### src/rtl/time_of_day.sv
// -----------------------------------------------------------------------------
// time_of_day
//
// 24-hour time-of-day counter. A prescaler divides clk down to a 1 s tick that
// advances seconds/minutes/hours. A one-cycle clock_carry pulse marks every
// 23:59:59 -> 00:00:00 rollover and feeds the day increment of the calendar
// block. In set mode counting is frozen, and push-button rising edges step
// each field on its own. Six active-low 7-segment digits mirror the time.
//
// Parameters
//   TICK_DIV     clk cycles per one-second tick (minimum 2)
//
// Ports
//   clk          system clock; all state changes on the rising edge
//   reset        synchronous, active-high; clears all state
//   up[2:0]      asynchronous button levels: [0] second, [1] minute, [2] hour
//   set          1 = set mode (counting frozen), 0 = run mode
//   time_count   [5:0] seconds, [11:6] minutes, [16:12] hours (binary)
//   clock_carry  one-cycle pulse on day rollover (run mode only)
//   time_7seg    six active-low digits, bit0 = a .. bit6 = g:
//                [6:0] sec ones, [13:7] sec tens, [20:14] min ones,
//                [27:21] min tens, [34:28] hr ones, [41:35] hr tens
// -----------------------------------------------------------------------------
module time_of_day #(
    parameter int TICK_DIV = 50_000_000
) (
    input  logic        clk,
    input  logic        reset,
    input  logic [2:0]  up,
    input  logic        set,
    output logic [16:0] time_count,
    output logic        clock_carry,
    output logic [41:0] time_7seg
);

    // -------------------------------------------------------------------------
    // Constants
    // -------------------------------------------------------------------------
    localparam int              PS_W    = (TICK_DIV > 2) ? $clog2(TICK_DIV) : 1;
    localparam logic [PS_W-1:0] PS_LAST = PS_W'(TICK_DIV - 1);

    localparam logic [5:0] SEC_MAX = 6'd59;
    localparam logic [5:0] MIN_MAX = 6'd59;
    localparam logic [4:0] HR_MAX  = 5'd23;

    // -------------------------------------------------------------------------
    // Prescaler: counts 0..TICK_DIV-1. tick is high in the last count.
    // In set mode it is parked at 0. After leaving set mode, the first tick
    // therefore arrives a full TICK_DIV cycles later.
    // -------------------------------------------------------------------------
    logic [PS_W-1:0] prescaler;
    logic            tick;

    assign tick = (prescaler == PS_LAST);

    // NOTE: state registers use non-blocking (<=) assignments, so every
    // always_ff samples the pre-edge value of every other register.
    always_ff @(posedge clk) begin
        if (reset) begin
            prescaler <= '0;
        end else if (set || tick) begin
            prescaler <= '0;
        end else begin
            prescaler <= prescaler + PS_W'(1);
        end
    end

    // -------------------------------------------------------------------------
    // Button conditioning: a 2-flop synchronizer per bit, followed by an edge
    // register. A held button produces one rise only. The button has to be
    // sampled low again before it can produce another rise.
    // -------------------------------------------------------------------------
    logic [2:0] up_meta;
    logic [2:0] up_sync;
    logic [2:0] up_prev;
    logic [2:0] up_rise;

    always_ff @(posedge clk) begin
        if (reset) begin
            up_meta <= '0;
            up_sync <= '0;
            up_prev <= '0;
        end else begin
            up_meta <= up;
            up_sync <= up_meta;
            up_prev <= up_sync;
        end
    end

    assign up_rise = up_sync & ~up_prev;

    // -------------------------------------------------------------------------
    // Time fields
    // -------------------------------------------------------------------------
    logic [5:0] sec;
    logic [5:0] min;
    logic [4:0] hr;

    // Single-field increments with wrap. In set mode there is no carry into
    // the next field, so each field uses these on its own.
    function automatic logic [5:0] inc_sixty(input logic [5:0] v);
        return (v == SEC_MAX) ? 6'd0 : v + 6'd1;
    endfunction

    function automatic logic [4:0] inc_hours(input logic [4:0] v);
        return (v == HR_MAX) ? 5'd0 : v + 5'd1;
    endfunction

    always_ff @(posedge clk) begin
        if (reset) begin
            sec         <= '0;
            min         <= '0;
            hr          <= '0;
            clock_carry <= 1'b0;
        end else begin
            // Defaults to low, so the carry is a single-cycle pulse.
            clock_carry <= 1'b0;

            if (set) begin
                // Set mode takes priority over a tick that falls in the
                // same cycle. Several buttons may step their fields together.
                if (up_rise[0]) sec <= inc_sixty(sec);
                if (up_rise[1]) min <= inc_sixty(min);
                if (up_rise[2]) hr  <= inc_hours(hr);
            end else if (tick) begin
                // Run mode: ripple the carry through seconds, minutes, hours.
                // Button rises are ignored here.
                sec <= inc_sixty(sec);
                if (sec == SEC_MAX) begin
                    min <= inc_sixty(min);
                    if (min == MIN_MAX) begin
                        hr <= inc_hours(hr);
                        if (hr == HR_MAX) begin
                            clock_carry <= 1'b1;
                        end
                    end
                end
            end
        end
    end

    assign time_count = {hr, min, sec};

    // -------------------------------------------------------------------------
    // 7-segment display, combinational from the registered fields.
    // -------------------------------------------------------------------------
    function automatic logic [6:0] seg_glyph(input logic [3:0] digit);
        logic [6:0] glyph;
        // NOTE: the default arm assigns the result on every path. Without
        // it, a combinational decode could infer a latch.
        case (digit)
            4'd0:    glyph = 7'b1000000;
            4'd1:    glyph = 7'b1111001;
            4'd2:    glyph = 7'b0100100;
            4'd3:    glyph = 7'b0110000;
            4'd4:    glyph = 7'b0011001;
            4'd5:    glyph = 7'b0010010;
            4'd6:    glyph = 7'b0000010;
            4'd7:    glyph = 7'b1111000;
            4'd8:    glyph = 7'b0000000;
            4'd9:    glyph = 7'b0010000;
            default: glyph = 7'b1111111;
        endcase
        return glyph;
    endfunction

    // Field values are always in range, so every quotient and remainder
    // fits in one BCD digit.
    logic [3:0] sec_ones, sec_tens;
    logic [3:0] min_ones, min_tens;
    logic [3:0] hr_ones,  hr_tens;

    assign sec_tens = 4'(sec / 6'd10);
    assign sec_ones = 4'(sec % 6'd10);
    assign min_tens = 4'(min / 6'd10);
    assign min_ones = 4'(min % 6'd10);
    assign hr_tens  = 4'(hr / 5'd10);
    assign hr_ones  = 4'(hr % 5'd10);

    assign time_7seg = {seg_glyph(hr_tens),  seg_glyph(hr_ones),
                        seg_glyph(min_tens), seg_glyph(min_ones),
                        seg_glyph(sec_tens), seg_glyph(sec_ones)};

endmodule

### config.mk
export PLATFORM = sky130hd
export DESIGN_NAME = time_of_day
export DESIGN_NICKNAME = d
export VERILOG_FILES = /design/src/rtl/time_of_day.sv
export SDC_FILE = /design/constraint.sdc
export NUM_CORES = 1
export LEC_CHECK = 0
export BUFFER_PORTS_ARGS = -buffer_cell sky130_fd_sc_hd__buf_2
export CAP_MARGIN = 40
export CORE_MARGIN = 2
export CORE_UTILIZATION = 45
export DETAILED_ROUTE_END_ITERATION = 10
export PLACE_DENSITY = 0.66
export REMOVE_ABC_BUFFERS = 1
export SYNTH_ARGS = -nofsm -noshare
export SYNTH_HDL_FRONTEND = slang
export SYNTH_SLANG_ARGS = --single-unit
### constraint.sdc
create_clock -name clk -period 4.1 [get_ports clk]
set_clock_uncertainty 0.2 [all_clocks]
set_input_delay 0.82 -clock clk [delete_from_list [all_inputs] [get_ports clk]]
set_output_delay 0.82 -clock clk [all_outputs]
set_load 0.02 [all_outputs]
=== Word level (Yosys, flattened, before mapping) ===
Memories as Yosys holds them, arrays and structs flattened.
Index checks and enable logic that the tools add are counted.

* Bits in registers: 53
* Bits in latches: 0
* Input bits: 6
* Bits in read-only memories: 672
* Memories: 6
* Output and inout bits: 60
* Bits in writable memories: 0

* $mul: 0
* Shift operators: 0
* Div/mod/pow operators: 6
* Mux-type cells: 16
* Reductions and logical operators: 9
* Add/subtract/negate cells: 4
* $lt $le $gt $ge: 0
* Eq/ne operators: 7
* Bitwise logic cells: 5

{| class="wikitable"
|+ Memory list
! name !! words !! width !! rd ports !! clocked after memory_dff !! write ports !! line !! RTL
|-
| (no name shown) || 16 || 7 || 1 || 0 || 0 || 151 || <nowiki>case (digit)</nowiki>
|-
| (no name shown) || 16 || 7 || 1 || 0 || 0 || 151 ||
|-
| (no name shown) || 16 || 7 || 1 || 0 || 0 || 151 ||
|-
| (no name shown) || 16 || 7 || 1 || 0 || 0 || 151 ||
|-
| (no name shown) || 16 || 7 || 1 || 0 || 0 || 151 ||
|-
| (no name shown) || 16 || 7 || 1 || 0 || 0 || 151 ||
|}

{| class="wikitable"
|+ Operators with widths
! kind !! count
|-
| 6-bit two-way mux || 9
|-
| 5-bit two-way mux || 6
|-
| 26-bit by 1-bit adder with 26-bit output (second input constant) || 1
|-
| 26-bit equality test (second input constant) || 1
|-
| 6-bit by 1-bit adder with 6-bit output (second input constant) || 2
|-
| 6-bit by 4-bit divider with 6-bit output (second input constant) || 2
|-
| 6-bit equality test (second input constant) || 2
|-
| 6-bit by 4-bit remainder unit with 6-bit output (second input constant) || 2
|-
| 2-bit by 1-bit != test with 1-bit output (second input constant) || 3
|-
| 2-bit nonzero test || 3
|-
| 5-bit by 1-bit adder with 5-bit output (second input constant) || 1
|-
| 5-bit by 4-bit divider with 5-bit output (second input constant) || 1
|-
| 5-bit equality test (second input constant) || 1
|-
| 5-bit by 4-bit remainder unit with 5-bit output (second input constant) || 1
|-
| 5-bit OR reduction || 1
|-
| 4-bit AND reduction || 1
|-
| 3-bit bitwise AND || 1
|-
| 1-bit NOT || 3
|-
| 3-bit NOT || 1
|-
| 3-bit AND reduction || 1
|-
| 2-bit AND reduction || 1
|-
| 2-bit OR reduction || 1
|-
| 1-bit logical OR || 1
|-
| 1-bit two-way mux || 1
|}

=== Depth between registers and ports, before layout ===
Gate-level depths: netlist of run 1.

* Word-level depth: 6
* Gate-level depth with buffers: 14
* Gate-level depth less buffers: 13

=== Least setup slack after synthesis of run 1 ===
Ideal clock, no wire load.

* Kind: flip-flop to output port
* Start: register min[0]
* End: output time_7seg[18]
* Arrival: 3379 ps
* Stages on the path, launching flop included: 13
* Required time: 3080 ps
* Buffers on the path: 0
* Slack: -299 ps
* Cells stage by stage: dfxtp_1 inv_1 ha_1 or3b_2 a21oi_1 o31ai_1 nand2_1 inv_1 xnor2_1 ha_1 mux2i_1 nor3_1 nor4_1

* Word-level cells in the longest chain between the ends: 2

{| class="wikitable"
|+ RTL lines
! item !! line !! RTL
|-
| start: declaration || 96 || <nowiki>logic [5:0] min;</nowiki>
|-
| start signal: assignment || 123 || <nowiki>if (up_rise[1]) min <= inc_sixty(min);</nowiki>
|-
| start signal: assignment || 130 || <nowiki>min <= inc_sixty(min);</nowiki>
|-
| 6-bit by 4-bit remainder unit with 6-bit output || 176 || <nowiki>assign min_ones = 4'(min % 6'd10);</nowiki>
|-
| memory read 16 x 7 bit || -- ||
|-
| end: declaration || 33 || <nowiki>output logic [41:0] time_7seg</nowiki>
|}

No other way between the ends.

=== Worst setup path in the final report of run 1 ===
* Start: register hr[2]
* End: output time_7seg[28]

* Word-level cells in the longest chain between the ends: 2

{| class="wikitable"
|+ RTL lines
! item !! line !! RTL
|-
| start: declaration || 97 || <nowiki>logic [4:0] hr;</nowiki>
|-
| start signal: assignment || 124 || <nowiki>if (up_rise[2]) hr <= inc_hours(hr);</nowiki>
|-
| start signal: assignment || 132 || <nowiki>hr <= inc_hours(hr);</nowiki>
|-
| 5-bit by 4-bit remainder unit with 5-bit output || 178 || <nowiki>assign hr_ones = 4'(hr % 5'd10);</nowiki>
|-
| memory read 16 x 7 bit || -- ||
|}

No other way between the ends.

==> results.sh, run 1 <==
export IMPL_placement_io_buffers=64
export IMPL_postCtsHoldBufs=0
export IMPL_final_antenna_net_count=0
export IMPL_drt_pre_antenna_iters=4
export IMPL_drive_gt1_share_pct=24.1
export IMPL_worst_slew_pin_transition_ns=0.727
export IMPL_vdd_ir_drop_max_v=0.000140
export IMPL_grt_max_degree=32
export IMPL_row_count=34
export IMPL_clock_fmax_mhz=254
export IMPL_synth_top_cell_area_share_pct=26.0
export IMPL_drt_iter0_markers=121
export IMPL_crit_top_cell="buf_4"
export IMPL_synth_cell_type_count=68
export IMPL_final_period_minus_worst_setup_slack_ns=3.93
export IMPL_clk_transition_reported_paths_ns=0.09
export IMPL_ys_seq_elements=53
export IMPL_h_tree_depth=2
export IMPL_post_place_cells=693
export IMPL_insertion_delay_ns=0.30
export IMPL_fin_crit_sh_pct=95.9
export IMPL_post_synth_main_area_contributors="dfxtp_1, ha_1, nor2_1"
export IMPL_die_area_mm2=0.00985
export IMPL_wl_per_cell_um=13.1
export IMPL_crit_slowest_cell="dfxtp_1"
export IMPL_antenna_found_initial=0
export IMPL_crit_path_cell_trace="buf_4, nor3_4, nor2_1, ha_1, or2_4, maj3_2, a22oi_2, xnor2_2, inv_2, ha_2, mux2i_1, a21oi_1, buf_4"
export IMPL_end_kind="output pin"
export IMPL_arrival_time_reported_for_the_critical_path_endpoint_ns=2.91
export IMPL_placeableCoreArea_mm2=0.00876
export IMPL_hold_path_class="register to register"
export IMPL_synth_area_mm2=0.00408
export IMPL_wl_um=9250
export IMPL_vias_per_cell=5.60
export IMPL_outcome="finished clean"
export IMPL_netlist_top_cell_by_area="dfxtp_1"
export IMPL_clockRootBuffer="clkbuf_8"
export IMPL_power_density_mw_per_mm2=194
export IMPL_yosys_warnings=0
export IMPL_clock_tree_buffer_depth=2
export IMPL_pre_cts_slack_ns=0.0657
export IMPL_post_synth_inst_count=529
export IMPL_timing_hold_ws_ns=0.241
export IMPL_slew_headroom_pct=51.3
export IMPL_number_of_synthesized_flops_with_an_enable_pin=0
export IMPL_grt_busiest_layer="met2"
export IMPL_gr_usage_all_layers_pct=18.3
export IMPL_yosysSeqAreaShare_pct=26.0
export IMPL_critPathMaxFanout=9
export IMPL_cts_tree="built"
export IMPL_timing_final_ws_setup_ns=0.169
export IMPL_first_global_vias=3624
export IMPL_power_mw=0.948
export IMPL_synth_async_sr_flop_share_pct=0
export IMPL_critPathKind="register to output pin"
export IMPL_number_of_top_level_pins=66
export IMPL_hpwl_um=6810
export IMPL_finalMaxSlewViolations=0
export IMPL_first_pass_grt_wire_length_um=15700
export IMPL_fillerInstances=819
export IMPL_globalRouteMet1Util_pct=23.9
export IMPL_postSynthAreaPerCell_um2=7.72
export IMPL_floorplan_die_width_um=99.2
export IMPL_startpoint_type="register"
export IMPL_syn2layout_area_growth_pct=19.5
export IMPL_finalNonFillerCells=705
export IMPL_globalplace_congestion=0.876
export IMPL_power_leakage_nw=2.05
export IMPL_setup_violations=0
export IMPL_final_hold_violation_count=0
export IMPL_setup_tns_ns=0
export IMPL_grt_ovfl_total=0
export IMPL_postSynth_topFlopCell="dfxtp_1"
export IMPL_cp_slowest_stage_delay_ns=0.32
export IMPL_fin_nets=639
export IMPL_groute_layer_met3_usage_pct=1.55
export IMPL_grtUsageMet2_pct=32.3
export IMPL_cts_inserted_buffers=5
export IMPL_unrepaired_setup_endpoints_after_global_routing="true"
export IMPL_initial_utilization_pct=46.6
export IMPL_total_of_max_cap_violations=0
export IMPL_clkSinkCount=53
export IMPL_die_h_um=99.2
export IMPL_worstPathRequired_ns=3.08
export IMPL_antenna_diode_count=0
export IMPL_remaining_drc_errors=0
export IMPL_via_count=3948
==> cell type report <==
class	instances	area (µm²)	share of cell area, %
Clock inverter	1	30.0	0.616
Multi-Input combinational cell	426	2970	60.8
Timing Repair Buffer	86	497	10.2
Sequential cell	53	1070	22.0
Tap cell	108	135	2.77
Inverter	24	92.6	1.90
Clock buffer	7	86.3	1.77
==> state kept, by name, indices dropped and copies added (netlist names) <==
register	cells
sec	6
hr	5
clock_carry	1
up_sync	3
prescaler	26
min	6
up_meta	3
up_prev	3
==> cell families (layout without fill, tap and decap cells) <==
| family | Yosys count | in the layout | synth area share [%] |
|---|---|---|---|
| XOR/XNOR | 29 | 29 | 6.22 |
| buffers and inverters | 50 | 118 | 5.00 |
| adder cells (fa/ha/maj) | 38 | 38 | 11.6 |
| AO/OA/AOI/OAI | 122 | 122 | 19.6 |
| AND/OR/NAND/NOR | 223 | 223 | 28.3 |
| multiplexers | 13 | 13 | 3.25 |
| other | 1 | 1 | 0.0919 |
| flip-flops | 53 | 53 | 26.0 |
==> final timing paths <==
kind,from,endpoint,slack [ns],cells past startpoint
worst max register to register,prescaler[0]$_SDFF_PP0_,min[5]$_SDFFE_PP0P_,1.31,7
worst min register to register,up_meta[0]$_SDFF_PP0_,up_sync[0]$_SDFF_PP0_,0.24,1
worst max-delay path,hr[2]$_SDFFE_PP0P_,time_7seg[28],0.17,13
worst min-delay path,up_meta[0]$_SDFF_PP0_,up_sync[0]$_SDFF_PP0_,0.24,1
==> report_power, final <==
| part | leakage, nW | total (mW) | switching, mW | internal, mW |
|---|---|---|---|---|
| clock | 0.0585 | 0.363 | 0.163 | 0.199 |
| sequential | 0.432 | 0.522 | 0.00298 | 0.519 |
| combinational | 1.56 | 0.0630 | 0.0385 | 0.0245 |
==> cells in the mapped netlist, types with 2 or more instances <==
| library cell | n |
|---|---|
| o22a_1 | 2 |
| o221ai_1 | 6 |
| dfxtp_1 | 53 |
| mux2_2 | 2 |
| nand2b_1 | 10 |
| and2_1 | 10 |
| xnor2_1 | 15 |
| o31ai_1 | 5 |
| nand3b_1 | 5 |
| buf_1 | 2 |
| clkbuf_1 | 20 |
| a221oi_1 | 2 |
| nor2_1 | 56 |
| and3_1 | 3 |
| o21a_1 | 2 |
| o21bai_1 | 2 |
| a31oi_1 | 5 |
| xor2_1 | 14 |
| mux2i_1 | 11 |
| o21ai_0 | 28 |
| nand3_1 | 27 |
| or2_2 | 2 |
| buf_4 | 2 |
| a31o_2 | 2 |
| and4_1 | 3 |
| nand2_1 | 44 |
| o211ai_1 | 4 |
| a21oi_1 | 33 |
| nand4_1 | 6 |
| nor3b_1 | 5 |
| a21o_1 | 7 |
| nor4_1 | 3 |
| o21ai_2 | 2 |
| o22ai_1 | 3 |
| nor3_1 | 16 |
| nor2b_1 | 16 |
| inv_1 | 23 |
| a211oi_1 | 2 |
| a22oi_1 | 4 |
| or3_1 | 7 |
| a22o_1 | 2 |
| ha_1 | 37 |
==> stage by stage <==
stage / instance area (µm²) / utilization [%]
after global placement: 4560 / 52.1
after CTS: 4740 / 54.1
after detailed placement: 4570 / 52.2
after global routing: 4880 / 55.7
after floorplan: 3970 / -
final: 4880 / 55.7
==> routing by layer <==
layer | share of wire (%) | up-vias
met1 | 47 | 1868
met2 | 49 | 79
met4 | 0.83 | 0
met3 | 3.2 | 7
met5 | 0 | -
li1 | - | 1994
==> critical path, delay by kind of cell (launching register included) <==
| kind | cells | cell delay, ns |
|---|---|---|
| xor+xnor | 1 | 0.18 |
| compound gates | 2 | 0.28 |
| mux | 1 | 0.15 |
| fa+ha+maj | 3 | 0.69 |
| flops | 1 | 0.32 |
| buf+inv | 3 | 0.47 |
| simple gates | 3 | 0.51 |
==> what timing repair did <==
| item | in CTS | in global routing |
|---|---|---|
| endpoints found under the hold margin | 0 | 0 |
| cloned | 0 | 0 |
| pin swaps | 2 | 8 |
| buffers inserted | 2 | 2 |
| setup endpoints to repair | 17 | 20 |
| resized for setup | 12 | 34 |
==> layout by cell type (no fill, tap or decap), types with 5 or more instances in the layout <==
cell	instances
and2_1	10
ha_1	31
dfxtp_1	47
buf_4	24
nor2b_1	16
or3_1	7
ha_2	5
buf_2	61
nand2b_1	10
clkbuf_8	6
nor3_1	14
nand3_1	27
nand3b_1	5
o21ai_0	27
inv_1	18
o221ai_1	6
a31oi_1	5
a21o_1	7
nand4_1	6
xor2_1	14
mux2i_1	11
xnor2_1	11
a21oi_1	32
nor2_1	55
dfxtp_2	5
nand2_1	43
Power figures use the tool's default switching activity.
==> run 2: changes to the inputs <==
Settings changed: ABC_AREA set to 1, RECOVER_POWER set to 25, SLEW_MARGIN set to 15.
==> run 2 against run 1 <==
Against the previous run: first-iteration DRC count up 88%; synthesized cell count up 20%; sequential power up 2%; critical path depth up 3; fmax up 4.6%; global-route usage down 0.46 points; register-to-register slack better by 0.22 ns; worst hold slack worse by 0.035 ns; final cell count up 14%; die area up 2.9%; critical endpoint unchanged.
==> results.sh, run 2 <==
export IMPL_total_of_max_cap_violations=0
export IMPL_regToRegSetupSlack_ns=1.53
export IMPL_commonest_cells_after_routing_fill_and_taps_aside="nand2_1, inv_1, nand3_1"
export IMPL_cts_inserted_buffers=5
export IMPL_crit_slowest_cell="dfxtp_1"
export IMPL_worstPathBufferInverterCount=4
export IMPL_number_of_top_level_pins=66
export IMPL_first_pass_grt_wire_length_um=15200
export IMPL_finalNonFillerCells=802
export IMPL_fin_util_pct=50.9
export IMPL_placeableCoreArea_mm2=0.00915
export IMPL_post_place_cells=794
export IMPL_hpwl_um=7060
export IMPL_slew_headroom_pct=25.6
export IMPL_detailed_place_area_mm2=0.00457
export IMPL_floorplan_die_width_um=101
export IMPL_grt_max_degree=26
export IMPL_initial_utilization_pct=45.9
export IMPL_timing_hold_ws_ns=0.206
export IMPL_arrival_time_reported_for_the_critical_path_endpoint_ns=2.74
export IMPL_setup_violations=0
export IMPL_worstPathRequired_ns=3.08
export IMPL_cts_repair_resized=0
export IMPL_cts_post_setup_buffers_inserted=0
export IMPL_insertion_delay_ns=0.31
export IMPL_wl_per_cell_um=11.2
export IMPL_grt_ovfl_total=0
export IMPL_power_mw=0.989
export IMPL_antenna_found_initial=0
export IMPL_synth_top_cell_area_share_pct=25.2
export IMPL_hold_path_class="register to register"
export IMPL_postSynth_topFlopCell="dfxtp_1"
export IMPL_crit_top_cell="nand2_2"
export IMPL_critical_path_top_delay_family="simple AND/OR/NAND/NOR gates"
export IMPL_yosys_warnings=0
export IMPL_postSynthAreaPerCell_um2=6.63
export IMPL_unrepaired_setup_endpoints_after_global_routing="false"
export IMPL_clock_tree_buffer_depth=2
export IMPL_wl_um=9010
export IMPL_leading_cell_type_by_number_of_instances_after_synthesis="nand2_1"
export IMPL_die_h_um=101
export IMPL_post_synth_main_area_contributors="dfxtp_1, nand2_1, ha_1"
export IMPL_power_leakage_nw=2.27
export IMPL_layout_cells_most_common="nand2_1"
export IMPL_worst_path_stages=16
export IMPL_fin_nets=733
export IMPL_critPathKind="register to output pin"
export IMPL_flip_flop_count_of_the_largest_register_all_copies_and_words_added=26
export IMPL_synth_async_sr_flop_share_pct=0
export IMPL_synth_area_mm2=0.00420
export IMPL_postCtsHoldBufs=0
export IMPL_via_count=4082
export IMPL_timing_final_ws_setup_ns=0.342
export IMPL_power_density_mw_per_mm2=212
export IMPL_clockRootBuffer="clkbuf_8"
export IMPL_netlist_top_cell_by_area="dfxtp_1"
export IMPL_ys_seq_elements=53
export IMPL_drt_pre_antenna_iters=6
export IMPL_cts_tree="built"
export IMPL_critPathMaxFanout=9
export IMPL_synth_adder_area_share_pct=11.0
export IMPL_die_area_mm2=0.0101
export IMPL_yosys_area_share_xor_xnor_pct=4.58
export IMPL_crit_path_cell_trace="inv_1, nand2_2, nand2_2, ha_1, nor2_1, nand2_2, nand2_4, nand2_8, xor2_2, inv_2, ha_1, inv_1, nand2_2, o211ai_1, nand2_1, buf_2"
export IMPL_largest_register="prescaler"
export IMPL_row_count=35
export IMPL_synth_top_cells_by_count="nand2_1, inv_1, nand3_1, nor2_1, dfxtp_1"
export IMPL_muxShareOfSynthArea_pct=0
export IMPL_h_tree_depth=2
export IMPL_synth_compound_gate_area_share_pct=9.23
export IMPL_drive_gt1_share_pct=14.3
export IMPL_critical_path_startpoint="hr[2]$_SDFFE_PP0P_"
export IMPL_post_synth_inst_count=634
export IMPL_clkSinkCount=53
export IMPL_cp_slowest_stage_delay_ns=0.56
export IMPL_setup_tns_ns=0
export IMPL_clock_fmax_mhz=266
export IMPL_final_antenna_net_count=0
export IMPL_finalMaxSlewViolations=0
export IMPL_drt_iter0_markers=228
export IMPL_antenna_diode_count=0
export IMPL_clk_transition_reported_paths_ns=0.10
export IMPL_outcome="finished clean"
export IMPL_vias_per_cell=5.09
export IMPL_crit_reg2reg_capture="sec[0]$_SDFFE_PP0P_"
export IMPL_first_global_vias=3495
export IMPL_pre_cts_slack_ns=0.722
export IMPL_vdd_ir_drop_max_v=0.000151
export IMPL_end_kind="output pin"
export IMPL_fin_crit_sh_pct=91.7
export IMPL_remaining_drc_errors=0
export IMPL_capturing_element_of_the_worst_setup_path="time_7seg[28]"
export IMPL_yosysSeqAreaShare_pct=25.2
export IMPL_final_period_minus_worst_setup_slack_ns=3.76
export IMPL_syn2layout_area_growth_pct=10.7
export IMPL_r2r_cells=11
export IMPL_placement_io_buffers=64
export IMPL_startpoint_type="register"
export IMPL_synth_top_family_by_area="simple AND/OR/NAND/NOR gates"
export IMPL_largest_registers="prescaler: 26 flops, min: 6 flops, sec: 6 flops"
export IMPL_globalplace_congestion=0.940
export IMPL_gr_usage_all_layers_pct=17.9
export IMPL_simple_gate_fraction_of_synth_area_pct=39.1
export IMPL_worst_r2r_startpoint="prescaler[0]$_SDFF_PP0_"
export IMPL_worst_slew_pin_transition_ns=1.12
export IMPL_number_of_synthesized_flops_with_an_enable_pin=0
export IMPL_final_cell_area_mm2=0.00465
export IMPL_final_hold_violation_count=0
export IMPL_synth_cell_type_count=41
## run 2: cell count changes in the layout (fill, tap and decap cells not counted), moves of 16 or more
cell | before | now
nand2_1 | 43 | 154
inv_1 | 18 | 85
nand3_1 | 27 | 56
buf_4 | 24 | 1
nand4_1 | 6 | 27
clkbuf_1 | 1 | 20
buf_2 | 61 | 45
nor2b_1 | 16 | 0
## run 2: worst min-delay path by stage
stage	from	endpoint	slack, ns	depth (start not counted)
floorplan	up_meta[0]$_SDFF_PP0_	up_sync[0]$_SDFF_PP0_	0.19	2
CTS	up_meta[1]$_SDFF_PP0_	up_sync[1]$_SDFF_PP0_	0.21	2
detailed placement	up_meta[1]$_SDFF_PP0_	up_sync[1]$_SDFF_PP0_	0.20	2
finish	up_meta[2]$_SDFF_PP0_	up_sync[2]$_SDFF_PP0_	0.21	2
global route	up_meta[1]$_SDFF_PP0_	up_sync[1]$_SDFF_PP0_	0.23	2
global placement	up_meta[1]$_SDFF_PP0_	up_sync[1]$_SDFF_PP0_	0.20	2
## run 2: worst reg2reg max path, cell delays in order, from the launching register on
cell     delay, ns
dfxtp_1       0.40
ha_1          0.24
nand2_1       0.11
nor2_2        0.19
nand2_1       0.08
nor3_1        0.20
nand2_1       0.12
nand2_1       0.36
nand2_2       0.20
inv_1         0.18
nand3_1       0.09
a21oi_1       0.13
## run 2: cells by family (layout without fill, tap and decap cells)
kind of cell,Yosys count,in the layout
buffers and inverters,108,165
adders and majority gates,37,37
and+or+nand+nor,352,352
other,1,1
xor gates and xnor gates,19,19
DFF,53,53
AOI/OAI and AO/OA,64,64
## run 2: where the power goes
part	switching, mW	total (mW)	internal [mW]	leakage [nW]
sequential	0.00774	0.530	0.522	0.429
clock	0.176	0.359	0.184	0.0554
combinational	0.0692	0.0996	0.0304	1.79
## run 2: cell type report
class | instances | area, µm²
repair buffers | 65 | 304
flip-flops and latches | 53 | 1060
well taps | 111 | 139
inverters | 92 | 348
fillers | 944 | 4500
multi-input cells | 473 | 2690
clock inverters | 2 | 38.8
clock buffers | 6 | 72.6
## run 2: layer usage
layer,wire length [µm],global-route usage (%)
met5,0,0
met4,134,5.16
met3,362,2.43
met2,4200,30.2
met1,4310,23.8
